===== src/rtl/ring_painter_pkg.sv =====
// Shared types and colour constants for the ring painter and its ring animators.
package ring_painter_pkg;

    typedef enum logic {
        RING_GROW   = 1'b0,
        RING_SHRINK = 1'b1
    } ring_dir_e;

    localparam logic [2:0] BORDER_RGB = 3'b100;
    localparam logic [2:0] BLANK_RGB  = 3'b000;

    // Colour driven by ring idx: ring0 green, ring1 blue, ring2 cyan.
    function automatic logic [2:0] ring_rgb(input int idx);
        case (idx)
            0:       return 3'b010;
            1:       return 3'b001;
            default: return 3'b011;
        endcase
    endfunction

endpackage


===== src/rtl/ring_animator.sv =====
// One breathing ring: GROW/SHRINK direction FSM, radius register and squared bounds.
module ring_animator
    import ring_painter_pkg::*;
#(
    parameter int R_W    = 6,
    parameter int D2_W   = 15,
    parameter int R_MIN  = 4,
    parameter int R_MAX  = 24,
    parameter int R_INIT = 4,
    parameter int THICK  = 1
) (
    input  logic            clk,
    input  logic            resetn,
    input  logic            step,
    output logic [D2_W-1:0] lo2,
    output logic [D2_W-1:0] hi2
);

    localparam logic [R_W-1:0]  RMIN_V  = R_W'(R_MIN);
    localparam logic [R_W-1:0]  RMAX_V  = R_W'(R_MAX);
    localparam logic [R_W-1:0]  RINIT_V = R_W'(R_INIT);
    localparam logic [D2_W-1:0] LO2_INIT = D2_W'(R_INIT * R_INIT);
    localparam logic [D2_W-1:0] HI2_INIT = D2_W'((R_INIT + THICK) * (R_INIT + THICK));

    ring_dir_e      dir_q, dir_d;
    logic [R_W-1:0] r_q, r_d;
    logic [D2_W-1:0] r_ext, rt_ext;

    // NOTE: state registers use non-blocking assignments so every flop samples pre-edge values.
    always_ff @(posedge clk or negedge resetn) begin
        if (!resetn) begin
            dir_q <= RING_GROW;
            r_q   <= RINIT_V;
        end else begin
            dir_q <= dir_d;
            r_q   <= r_d;
        end
    end

    // NOTE: defaults first so no path through this block leaves a latch behind.
    always_comb begin
        dir_d = dir_q;
        r_d   = r_q;
        if (step && (R_MIN != R_MAX)) begin
            case (dir_q)
                RING_GROW: begin
                    if (r_q < RMAX_V) begin
                        r_d = r_q + R_W'(1);
                    end else begin
                        r_d   = r_q - R_W'(1);
                        dir_d = RING_SHRINK;
                    end
                end
                RING_SHRINK: begin
                    if (r_q > RMIN_V) begin
                        r_d = r_q - R_W'(1);
                    end else begin
                        r_d   = r_q + R_W'(1);
                        dir_d = RING_GROW;
                    end
                end
                default: dir_d = RING_GROW;
            endcase
        end
    end

    assign r_ext  = D2_W'(r_q);
    assign rt_ext = r_ext + D2_W'(THICK);

    // Bounds follow the radius one clock later and are the only thing the pixel compare sees.
    always_ff @(posedge clk or negedge resetn) begin
        if (!resetn) begin
            lo2 <= LO2_INIT;
            hi2 <= HI2_INIT;
        end else begin
            lo2 <= r_ext * r_ext;
            hi2 <= rt_ext * rt_ext;
        end
    end

endmodule


===== src/rtl/ring_painter.sv =====
// Painter stage: frame-change detect, step counter, per-ring animators and a 3-stage pixel pipeline.
module ring_painter
    import ring_painter_pkg::*;
#(
    parameter int COORD_W     = 6,
    parameter int PANEL_W     = 64,
    parameter int PANEL_H     = 64,
    parameter int N_RINGS     = 2,
    parameter int R_MIN       = 4,
    parameter int R_MAX       = 24,
    parameter int THICK       = 1,
    parameter int STEP_FRAMES = 2
) (
    input  logic               clk,
    input  logic               resetn,
    input  logic [9:0]         frame,
    input  logic [7:0]         subframe,
    input  logic [COORD_W-1:0] x,
    input  logic [COORD_W-1:0] y,
    output logic [2:0]         rgb
);

    localparam int SQ_W  = 2 * COORD_W + 2;
    localparam int D2_W  = 2 * COORD_W + 3;
    localparam int R_W   = $clog2(R_MAX + THICK + 1);
    localparam int CNT_W = (STEP_FRAMES > 1) ? $clog2(STEP_FRAMES) : 1;
    localparam int R_GAP = (R_MAX - R_MIN) / N_RINGS;

    localparam logic [COORD_W:0]   CX_V     = (COORD_W + 1)'(PANEL_W / 2);
    localparam logic [COORD_W:0]   CY_V     = (COORD_W + 1)'(PANEL_H / 2);
    localparam logic [COORD_W-1:0] X_LAST   = COORD_W'(PANEL_W - 1);
    localparam logic [COORD_W-1:0] Y_LAST   = COORD_W'(PANEL_H - 1);
    localparam logic [CNT_W-1:0]   CNT_LAST = CNT_W'(STEP_FRAMES - 1);

    logic unused_subframe;
    assign unused_subframe = ^subframe;

    // ---------------- frame boundary and step generation ----------------
    logic [9:0]       frame_q;
    logic             primed;
    logic             boundary;
    logic             step;
    logic [CNT_W-1:0] step_cnt;

    // primed masks the first clock after release, making frame_q equal frame at that point.
    always_ff @(posedge clk or negedge resetn) begin
        if (!resetn) begin
            primed  <= 1'b0;
            frame_q <= '0;
        end else begin
            primed  <= 1'b1;
            frame_q <= frame;
        end
    end

    assign boundary = primed && (frame != frame_q);
    assign step     = boundary && (step_cnt == CNT_LAST);

    always_ff @(posedge clk or negedge resetn) begin
        if (!resetn) begin
            step_cnt <= '0;
        end else if (boundary) begin
            step_cnt <= (step_cnt == CNT_LAST) ? '0 : step_cnt + CNT_W'(1);
        end
    end

    // ---------------- ring animators ----------------
    logic [D2_W-1:0] lo2 [N_RINGS];
    logic [D2_W-1:0] hi2 [N_RINGS];

    for (genvar i = 0; i < N_RINGS; i++) begin : g_ring
        ring_animator #(
            .R_W    (R_W),
            .D2_W   (D2_W),
            .R_MIN  (R_MIN),
            .R_MAX  (R_MAX),
            .R_INIT (R_MIN + i * R_GAP),
            .THICK  (THICK)
        ) u_anim (
            .clk    (clk),
            .resetn (resetn),
            .step   (step),
            .lo2    (lo2[i]),
            .hi2    (hi2[i])
        );
    end

    // ---------------- pixel pipeline ----------------
    logic signed [COORD_W:0] dx1, dy1;
    logic                    border1, border2, border_d;
    logic signed [SQ_W-1:0]  dx_ext, dy_ext;
    logic [SQ_W-1:0]         dx2, dy2;
    logic [D2_W-1:0]         d2;
    logic [2:0]              rgb_d;

    assign border_d = (x == '0) || (x == X_LAST) || (y == '0) || (y == Y_LAST);
    assign dx_ext   = SQ_W'(dx1);
    assign dy_ext   = SQ_W'(dy1);
    assign d2       = D2_W'(dx2) + D2_W'(dy2);

    always_ff @(posedge clk or negedge resetn) begin
        if (!resetn) begin
            dx1     <= '0;
            dy1     <= '0;
            border1 <= 1'b0;
            dx2     <= '0;
            dy2     <= '0;
            border2 <= 1'b0;
            rgb     <= BLANK_RGB;
        end else begin
            dx1     <= CX_V - {1'b0, x};
            dy1     <= CY_V - {1'b0, y};
            border1 <= border_d;
            dx2     <= dx_ext * dx_ext;
            dy2     <= dy_ext * dy_ext;
            border2 <= border1;
            rgb     <= rgb_d;
        end
    end

    // Walk rings from highest index down so the lowest-index hit wins; border overrides all.
    always_comb begin
        rgb_d = BLANK_RGB;
        for (int i = N_RINGS - 1; i >= 0; i--) begin
            if ((d2 >= lo2[i]) && (d2 < hi2[i])) begin
                rgb_d = ring_rgb(i);
            end
        end
        if (border2) begin
            rgb_d = BORDER_RGB;
        end
    end

endmodule


===== config.mk =====
export PLATFORM = sky130hd
export DESIGN_NAME = ring_painter
export DESIGN_NICKNAME = d
export VERILOG_FILES = /design/src/rtl/ring_painter_pkg.sv /design/src/rtl/ring_animator.sv /design/src/rtl/ring_painter.sv
export SDC_FILE = /design/constraint.sdc
export NUM_CORES = 1
export LEC_CHECK = 0
export ABC_AREA = 1
export CORE_UTILIZATION = 62
export DETAILED_ROUTE_END_ITERATION = 10
export GPL_ROUTABILITY_DRIVEN = 0
export HOLD_SLACK_MARGIN = 0.1
export PLACE_DENSITY = 0.89
export SYNTH_ARGS = -nofsm -noshare
export SYNTH_HDL_FRONTEND = slang
export SYNTH_HIERARCHICAL = 1
export SYNTH_SLANG_ARGS = --single-unit

===== constraint.sdc =====
create_clock -name clk -period 5.1 [get_ports clk]
set_clock_uncertainty 0.2 [all_clocks]
set_input_delay 1.02 -clock clk [delete_from_list [all_inputs] [get_ports clk]]
set_output_delay 1.02 -clock clk [all_outputs]
set_load 0.03 [all_outputs]

==> results.md, run 1 <==
Outcome:
- The run finished with clean final reports.

GRT:
- Global routing finished with a remaining overflow of 0.
- The global routing stage identified its most utilized layer as met2.
- Global routing used 25.0% of the available tracks.
- The via count of the first global-routing pass is 9235.
- The wire length of the first global-routing pass is 40300 um.
- The routing usage on met2 is 44.3%.
- For met1 alone, demand over resource in global routing was 32.1%.
- The number of antenna violations at the first check in global routing is 0.
- The maximum number of pins on one net before global-route repair is 78.
- The fraction of met3 tracks used by global routing is 2.31%.

Job:
- The max-cap check violation count is 0.

Worst setup path:
- The arrival time at the worst endpoint is 4.69 ns.
- The element type at the critical path end is a flip-flop.
- The worst setup path is of the flip-flop to flip-flop kind.
- For the worst setup path, the data required time is 5.15 ns.
- The critical path goes through inv_1 > or2_2 > fa_1 > fa_1 > inv_1 > fa_1 > fa_1 > ha_1 > a21oi_1 > o21ai_2 > a21oi_2 > nor2_1 > o21bai_1 > nand2_1.
- In this run the worst path has a maximum fanout of 11.
- The cell type with the highest occurrence count on the critical path is sky130_fd_sc_hd__fa_1.
- The startpoint class of the critical path is a flip-flop.
- The critical-path cell with the highest stage delay is sky130_fd_sc_hd__dfrtp_1.
- On the worst path, the slowest cell contributes a delay of 0.60 ns.

STA:
- The final count of pins violating max slew is 0.
- The final-report hold violation count is 0.
- Setup repair after global routing left no endpoint under its margin.
- The part of the cycle the worst path needs is 91.0%.
- In the final timing run, aggregate negative setup slack is 0 ns.
- Setup violations remaining at the end of the flow were counted as 0.
- The headroom to the max-slew limit is 37.4%.
- The maximum clock frequency is 216 MHz.
- For the pin with the worst max-slew slack, the measured transition is 0.940 ns.
- The routed design could run at a clock period as short as 4.64 ns.

Final layout:
- The final cell count without fillers is 1786.
- Of the cells placed in the final design, the portion with a size suffix greater than 1 is 5.05%.
- The number of nets in the finished design is 1818.
- The number of antenna diodes in the final layout is 0.
- After filler insertion, the fill cell instance count of the layout stands at 1410.
- The post-synthesis to final-layout area growth is 5.79%.

Clock tree:
- Post-CTS timing repair inserted 0 buffers for setup.
- TritonCTS built the clock tree.
- Buffers inserted to repair hold after CTS numbered 0.
- The H-tree was split into 3 levels.
- The number of gates resized after CTS was 0.
- No sink is reached through more buffers than the 2 on the longest clock path.
- The insertion delay of the later-clocked pin in the worst-skew pair is 0.37 ns.
- The clock root buffer master is sky130_fd_sc_hd__clkbuf_16.
- The clock net in this run drives a total of 109 sinks.
- TritonCTS created 9 clock buffers.
- The register clock-pin slew on the reported worst setup and hold paths is 0.07 ns.

Detailed routing:
- Summed over all layers, the routed wires come to 22900 um.
- The detailed router finished its first iteration with 601 violations.
- The average via count per standard cell is 5.16.
- The pre-antenna-repair detailed-routing pass consisted of 6 iterations.
- The total via count in the routed design is 9208.
- The remaining routing DRC violations is 0.
- Once detail routing completed, the nets flagged for antenna violations numbered 0.
- The average wire length per cell after detail routing is 12.8 um.

Logic synthesis:
- The cell area after synthesis is 12000 um2.
- The number of synthesized flops with an enable pin is 0.
- In the post-synthesis netlist, the cell with the most instances is sky130_fd_sc_hd__inv_1.
- By area the synthesized netlist is led by sky130_fd_sc_hd__dfrtp_1 (20%), sky130_fd_sc_hd__ha_1 (18%), sky130_fd_sc_hd__fa_1 (15%), sky130_fd_sc_hd__inv_1 (11%), sky130_fd_sc_hd__nand2_1 (9.8%).
- Synthesis instantiated 44 different standard cells from the library.
- Of the post-synthesis cell area, the dominant cell type holds 19.6%.
- The commonest cells after synthesis are sky130_fd_sc_hd__inv_1 (338), sky130_fd_sc_hd__nand2_1 (314), sky130_fd_sc_hd__ha_1 (176).
- The number of storage elements in the synthesis netlist is 109.
- The flip-flop cell with the highest count after synthesis is sky130_fd_sc_hd__dfrtp_1.
- The largest area contributor in the netlist is sky130_fd_sc_hd__dfrtp_1.
- For this run, the number of Yosys warnings is 6.
- The cell count after synthesis is 1501.
- Each instance of the synthesized netlist takes up on average 8.00 um2.
- For this run, asynchronously set or reset flops after synthesis account for 100%.
- The portion of the post-synthesis area used by sequential elements is 22.9%.

Placed design:
- The count of input and output buffers is 26.
- The total half-perimeter wirelength after legalization and detailed placement is 18600 um.
- The total placed cells including tap cells is 1770.

Floorplan:
- The width of the die is 141 um.
- The floorplan step set the die height to 141 um.
- The total area inside the core boundary comes to 18800 um2.
- The die area is 19900 um2.
- The standard-cell row count is 50.
- The initial standard-cell utilization of the core is 63.8%.
- The I/O pin count is 35.

Hold path:
- The worst min-delay path category is flip-flop to flip-flop.
-- cells in the final DEF (no fill, tap or decap), types with 3 or more instances in the layout --
cell type / synthesis / final
sky130_fd_sc_hd__clkdlybuf4s50_1: 0 / 25
sky130_fd_sc_hd__clkinvlp_4: 0 / 3
sky130_fd_sc_hd__conb_1: 3 / 25
sky130_fd_sc_hd__nand2_4: 3 / 3
sky130_fd_sc_hd__fa_1: 89 / 89
sky130_fd_sc_hd__xnor2_1: 21 / 21
sky130_fd_sc_hd__a31oi_1: 4 / 4
sky130_fd_sc_hd__o21bai_1: 3 / 3
sky130_fd_sc_hd__nand3_1: 74 / 74
sky130_fd_sc_hd__a21oi_1: 63 / 63
sky130_fd_sc_hd__or2_2: 5 / 5
sky130_fd_sc_hd__dfrtp_1: 94 / 94
sky130_fd_sc_hd__ha_1: 176 / 176
sky130_fd_sc_hd__dfstp_2: 15 / 15
sky130_fd_sc_hd__xor2_1: 53 / 53
sky130_fd_sc_hd__buf_4: 25 / 6
sky130_fd_sc_hd__nor3_1: 10 / 10
sky130_fd_sc_hd__inv_2: 4 / 4
sky130_fd_sc_hd__o21ai_0: 18 / 18
sky130_fd_sc_hd__a21oi_2: 3 / 3
sky130_fd_sc_hd__nand4_1: 19 / 19
sky130_fd_sc_hd__nor2_4: 4 / 4
sky130_fd_sc_hd__nor2_1: 97 / 97
sky130_fd_sc_hd__nand2_1: 314 / 314
sky130_fd_sc_hd__o21a_1: 6 / 6
sky130_fd_sc_hd__nand2_2: 10 / 10
sky130_fd_sc_hd__clkbuf_16: 0 / 9
sky130_fd_sc_hd__a21o_1: 9 / 9
sky130_fd_sc_hd__inv_1: 338 / 338
-- per-stage QoR --
step | hold WS (ns) | worst slack [ns] | area [um2] | utilization, %
3_3_place_gp | 0.178 | 0.600 | 12400 | 66.0
6_report | 0.183 | 0.460 | 12700 | 67.5
4_1_cts | 0.186 | 0.455 | 12700 | 67.5
2_1_floorplan | 0.131 | 0.751 | 12100 | -
5_1_grt | 0.196 | 0.114 | 12700 | 67.5
3_5_place_dp | 0.166 | 0.450 | 12400 | 66.0
-- final timing paths --
path | start | end | slack, ns | cells past startpoint
setup / recovery | dy1[6]$_DFF_PN0_ | dy2[11]$_DFF_PN0_ | 0.46 | 14
hold / removal | border1$_DFF_PN0_ | border2$_DFF_PN0_ | 0.18 | 0
setup reg to reg | dy1[6]$_DFF_PN0_ | dy2[11]$_DFF_PN0_ | 0.46 | 14
hold reg to reg | border1$_DFF_PN0_ | border2$_DFF_PN0_ | 0.18 | 0
max in group asynchronous | resetn | dy1[3]$_DFF_PN0_ | 3.15 | 2
min in group asynchronous | resetn | frame_q[2]$_DFF_PN0_ | 0.58 | 1
-- cell type report --
cell class	instances	area, um2	share of cell area [%]
Tap cell	260	325	2.56
Sequential cell	109	2750	21.6
Inverter	344	1300	10.2
Clock inverter	6	48.8	0.384
Multi-Input combinational cell	1026	7770	61.1
Timing Repair Buffer	31	295	2.32
Clock buffer	10	229	1.80
-- kinds of logic after synthesis --
family                   share of synthesized area (%)
XOR/XNOR                                          5.39
AND/OR/NAND/NOR                                   19.6
AO/OA/AOI/OAI                                     5.70
adder cells (fa/ha/maj)                           33.2
other                                           0.0937
buffers and inverters                             13.2
flip-flops                                        22.9
-- worst max-delay path: cells and delay by family (launching register included) --
kind | cells | cell delay (ns)
buffers and inverters | 2 | 0.19
and+or+nand+nor | 3 | 0.47
adders and majority gates | 5 | 2.44
AOI/OAI and AO/OA | 4 | 0.62
DFF | 1 | 0.60
-- layer usage --
layer / share of wire, % / wire (um)
met1: 44 / 10100
met2: 50 / 11400
met3: 4.0 / 921
met4: 1.9 / 435
met5: 0 / 0
-- flip-flops by register name (all words and copies together), names as in the netlist --
name / cells
g_ring.u_anim/hi2: 22
g_ring.u_anim/lo2: 18
dx2: 13
dy2: 13
frame_q: 10
g_ring.u_anim/r_q: 10
dx1: 7
dy1: 7
rgb: 3
g_ring.u_anim/dir_q: 2
border1: 1
border2: 1
primed: 1
step_cnt: 1
Power of run 1 is left out: the tool's default activity adds up to more than one toggle a clock period on the data nets, which glitch-free logic cannot reach.
==> run 2, diff against run 1 <==
Settings changed: CTS_CLUSTER_DIAMETER set to 200.
==> results of run 2 <==
No change in the layout: final DEF, timing and power equal those of run 1.
Power of run 2 is left out for the same reason.
==> run 3, diff against run 2 <==
Settings changed: CORE_ASPECT_RATIO set to 0.75.
==> results.md, run 3 (synthesis results as in run 1) <==
Clock tree:
- The H-tree level count is 3.
- Gates resized during post-CTS repair numbered 0.
- Clock tree synthesis selected as its root buffer the cell sky130_fd_sc_hd__clkbuf_16.
- TritonCTS built the clock tree.
- For the worst-skew pair, the clock arrives at the later sink with an insertion delay of 0.36 ns.
- Once the clock tree was built, the setup fixing pass inserted 0 buffers.
- The tree built by TritonCTS fans out to 109 sinks.
- The number of buffers created by CTS is 9.
- The clock tree buffer depth is 2.
- After clock tree synthesis, the flow added hold-fix buffers numbering 0.
- Clock-pin slew was measured on the worst setup and hold paths at 0.07 ns.

Worst setup path:
- The critical-path maximum fanout is 10.
- The critical-path cell with the highest stage delay is sky130_fd_sc_hd__fa_1.
- The arrival time at the worst endpoint is 4.78 ns.
- The path type of the worst setup path is flip-flop to flip-flop.
- The number of buffers and inverters on the critical path is 5.
- STA classifies the critical path startpoint as a flip-flop.
- Walking the worst path, the cells encountered are nand2_1 > inv_1 > fa_1 > inv_1 > fa_1 > inv_1 > fa_1 > inv_1 > fa_1 > inv_1 > ha_1 > nand2_1 > o21a_1 > nand2_1 > nand2_1 > nand2_1 > xor2_1.
- At the worst endpoint, the required time is 5.16 ns.
- The worst stage delay on the critical path is 0.58 ns.
- The element type at the critical path end is a flip-flop.
- The worst register-to-register path has a setup slack of 0.38 ns.
- In this design, the largest share of critical-path delay is due to adder cells.

Floorplan:
- The die span in y is 123 um.
- The initial standard-cell utilization of the core is 64.2%.
- The width of the die is 163 um.
- The initialized floorplan defines 43 standard-cell rows.
- The die covers 19900 um2.
- The I/O pin count is 35.
- The area inside the core boundary is 18700 um2.

STA:
- The setup violation total in the final timing report is 0.
- The smallest clock period supported by the final layout is computed as 4.72 ns.
- Setup repair after global routing left no endpoint under its margin.
- The final-report hold violation count is 0.
- The maximum clock frequency is 212 MHz.
- The headroom to the max-slew limit is 40.9%.
- The part of the cycle the worst path needs is 92.6%.
- The final count of pins violating max slew came to 0.
- The slew at the pin closest to its max-slew limit is 0.887 ns.
- After routing, the total negative slack on setup checks comes to 0 ns.

Hold path:
- The worst min-delay path category is flip-flop to flip-flop.

Final layout:
- 0 antenna diodes ended up in the layout.
- In the final design database the tool counted 1817 nets.
- Counting flops per register, the top entry is g_ring.u_anim/hi2.
- The register with the most flip-flops in the layout has 22 of them.
- Leaving out fill and tap cells, the most frequent cells in the layout are sky130_fd_sc_hd__inv_1 (338), sky130_fd_sc_hd__nand2_1 (314), sky130_fd_sc_hd__ha_1 (176).
- The post-synthesis to final-layout area growth is 5.81%.
- Registers take 2750 um2.
- Of the cells placed in the final design, the portion with a size suffix greater than 1 is 4.92%.
- The finished layout holds 1772 standard cells, fillers aside.
- The most common library cell in the layout ignoring fill and taps is sky130_fd_sc_hd__inv_1.
- Fill cells in the final layout number 1427.
- The largest registers in the layout are g_ring.u_anim/hi2: 22 flops, g_ring.u_anim/lo2: 18 flops.
- The footprint of the multi-input gates is 7770 um2.

Detailed routing:
- Summing over every cut layer, the via total after detailed routing is 9109.
- After detailed routing, the number of remaining DRC violations is 0.
- The average wire length per cell after detail routing is 13.0 um.
- The violation count after the first detailed-route iteration is 595.
- The average via count per standard cell is 5.14.
- In this run the remaining antenna-violating nets after routing total 0.
- The total wire length after detailed routing is 23100 um.
- The first detailed-routing pass ran for 7 iterations.

GRT:
- Summed over all layers, the global routing overflow is 0.
- The aggregate global-route resource usage is 25.1%.
- The via count of the first global-routing pass is 9005.
- The first global-routing pass estimated 40200 um of wire.
- Entering global routing, the biggest net connects 73 pins.
- The number of antenna violations at the first check in global routing came to 1.

Job:
- The max-cap check violation count is 0.

Placed design:
- The count of input and output buffers is 26.
- The total placed cells including tap cells is 1756.
- The total half-perimeter wirelength after legalization and detailed placement is 18900 um.

Outcome:
- The run finished with clean final reports.
## run 3: changes by cell type in the layout (fill, tap and decap cells not counted), sizes merged
cell	before	now
buf	6	5
bufinv	0	1
clkbuf	10	13
clkinv	1	2
clkinvlp	3	0
inv	346	344
## run 3: layout make-up
class / instances / share of cell area (%)
repair buffers: 30 / 2.26
clock inverters: 3 / 0.344
well taps: 247 / 2.43
flip-flops and latches: 109 / 21.6
clock buffers: 13 / 2.05
inverters: 344 / 10.2
multi-input cells: 1026 / 61.1
## run 3: worst paths after layout
check	from	to	cells after the start
max	dy1[2]$_DFF_PN0_	dy2[12]$_DFF_PN0_	17
min in group asynchronous	resetn	g_ring[0].u_anim/r_q[4]$_DFFE_PN0P_	1
max reg2reg	dy1[2]$_DFF_PN0_	dy2[12]$_DFF_PN0_	17
max in group asynchronous	resetn	g_ring[0].u_anim/hi2[4]$_DFF_PN1_	2
min	border1$_DFF_PN0_	border2$_DFF_PN0_	0
min reg2reg	border1$_DFF_PN0_	border2$_DFF_PN0_	0
## run 3: layer usage
| metal | global-route usage (%) | vias up | wire [um] |
|---|---|---|---|
| li1 | - | 4588 | - |
| met1 | 34.6 | 4231 | 10700 |
| met2 | 41.1 | 257 | 10800 |
| met3 | 3.92 | 33 | 1300 |
| met4 | 7.18 | 0 | 346 |
| met5 | 0 | - | 0 |
## run 3: per-stage QoR
stage / cell area (um2) / hold WS (ns) / worst slack (ns) / util [%]
3_3_place_gp: 12400 / 0.134 / 0.557 / 66.3
5_1_grt: 12700 / 0.178 / 0.0653 / 67.9
2_1_floorplan: 12100 / 0.131 / 0.751 / -
6_report: 12700 / 0.161 / 0.380 / 67.9
4_1_cts: 12700 / 0.160 / 0.364 / 67.9
3_5_place_dp: 12400 / 0.140 / 0.415 / 66.3
Power of run 3 is left out for the same reason.
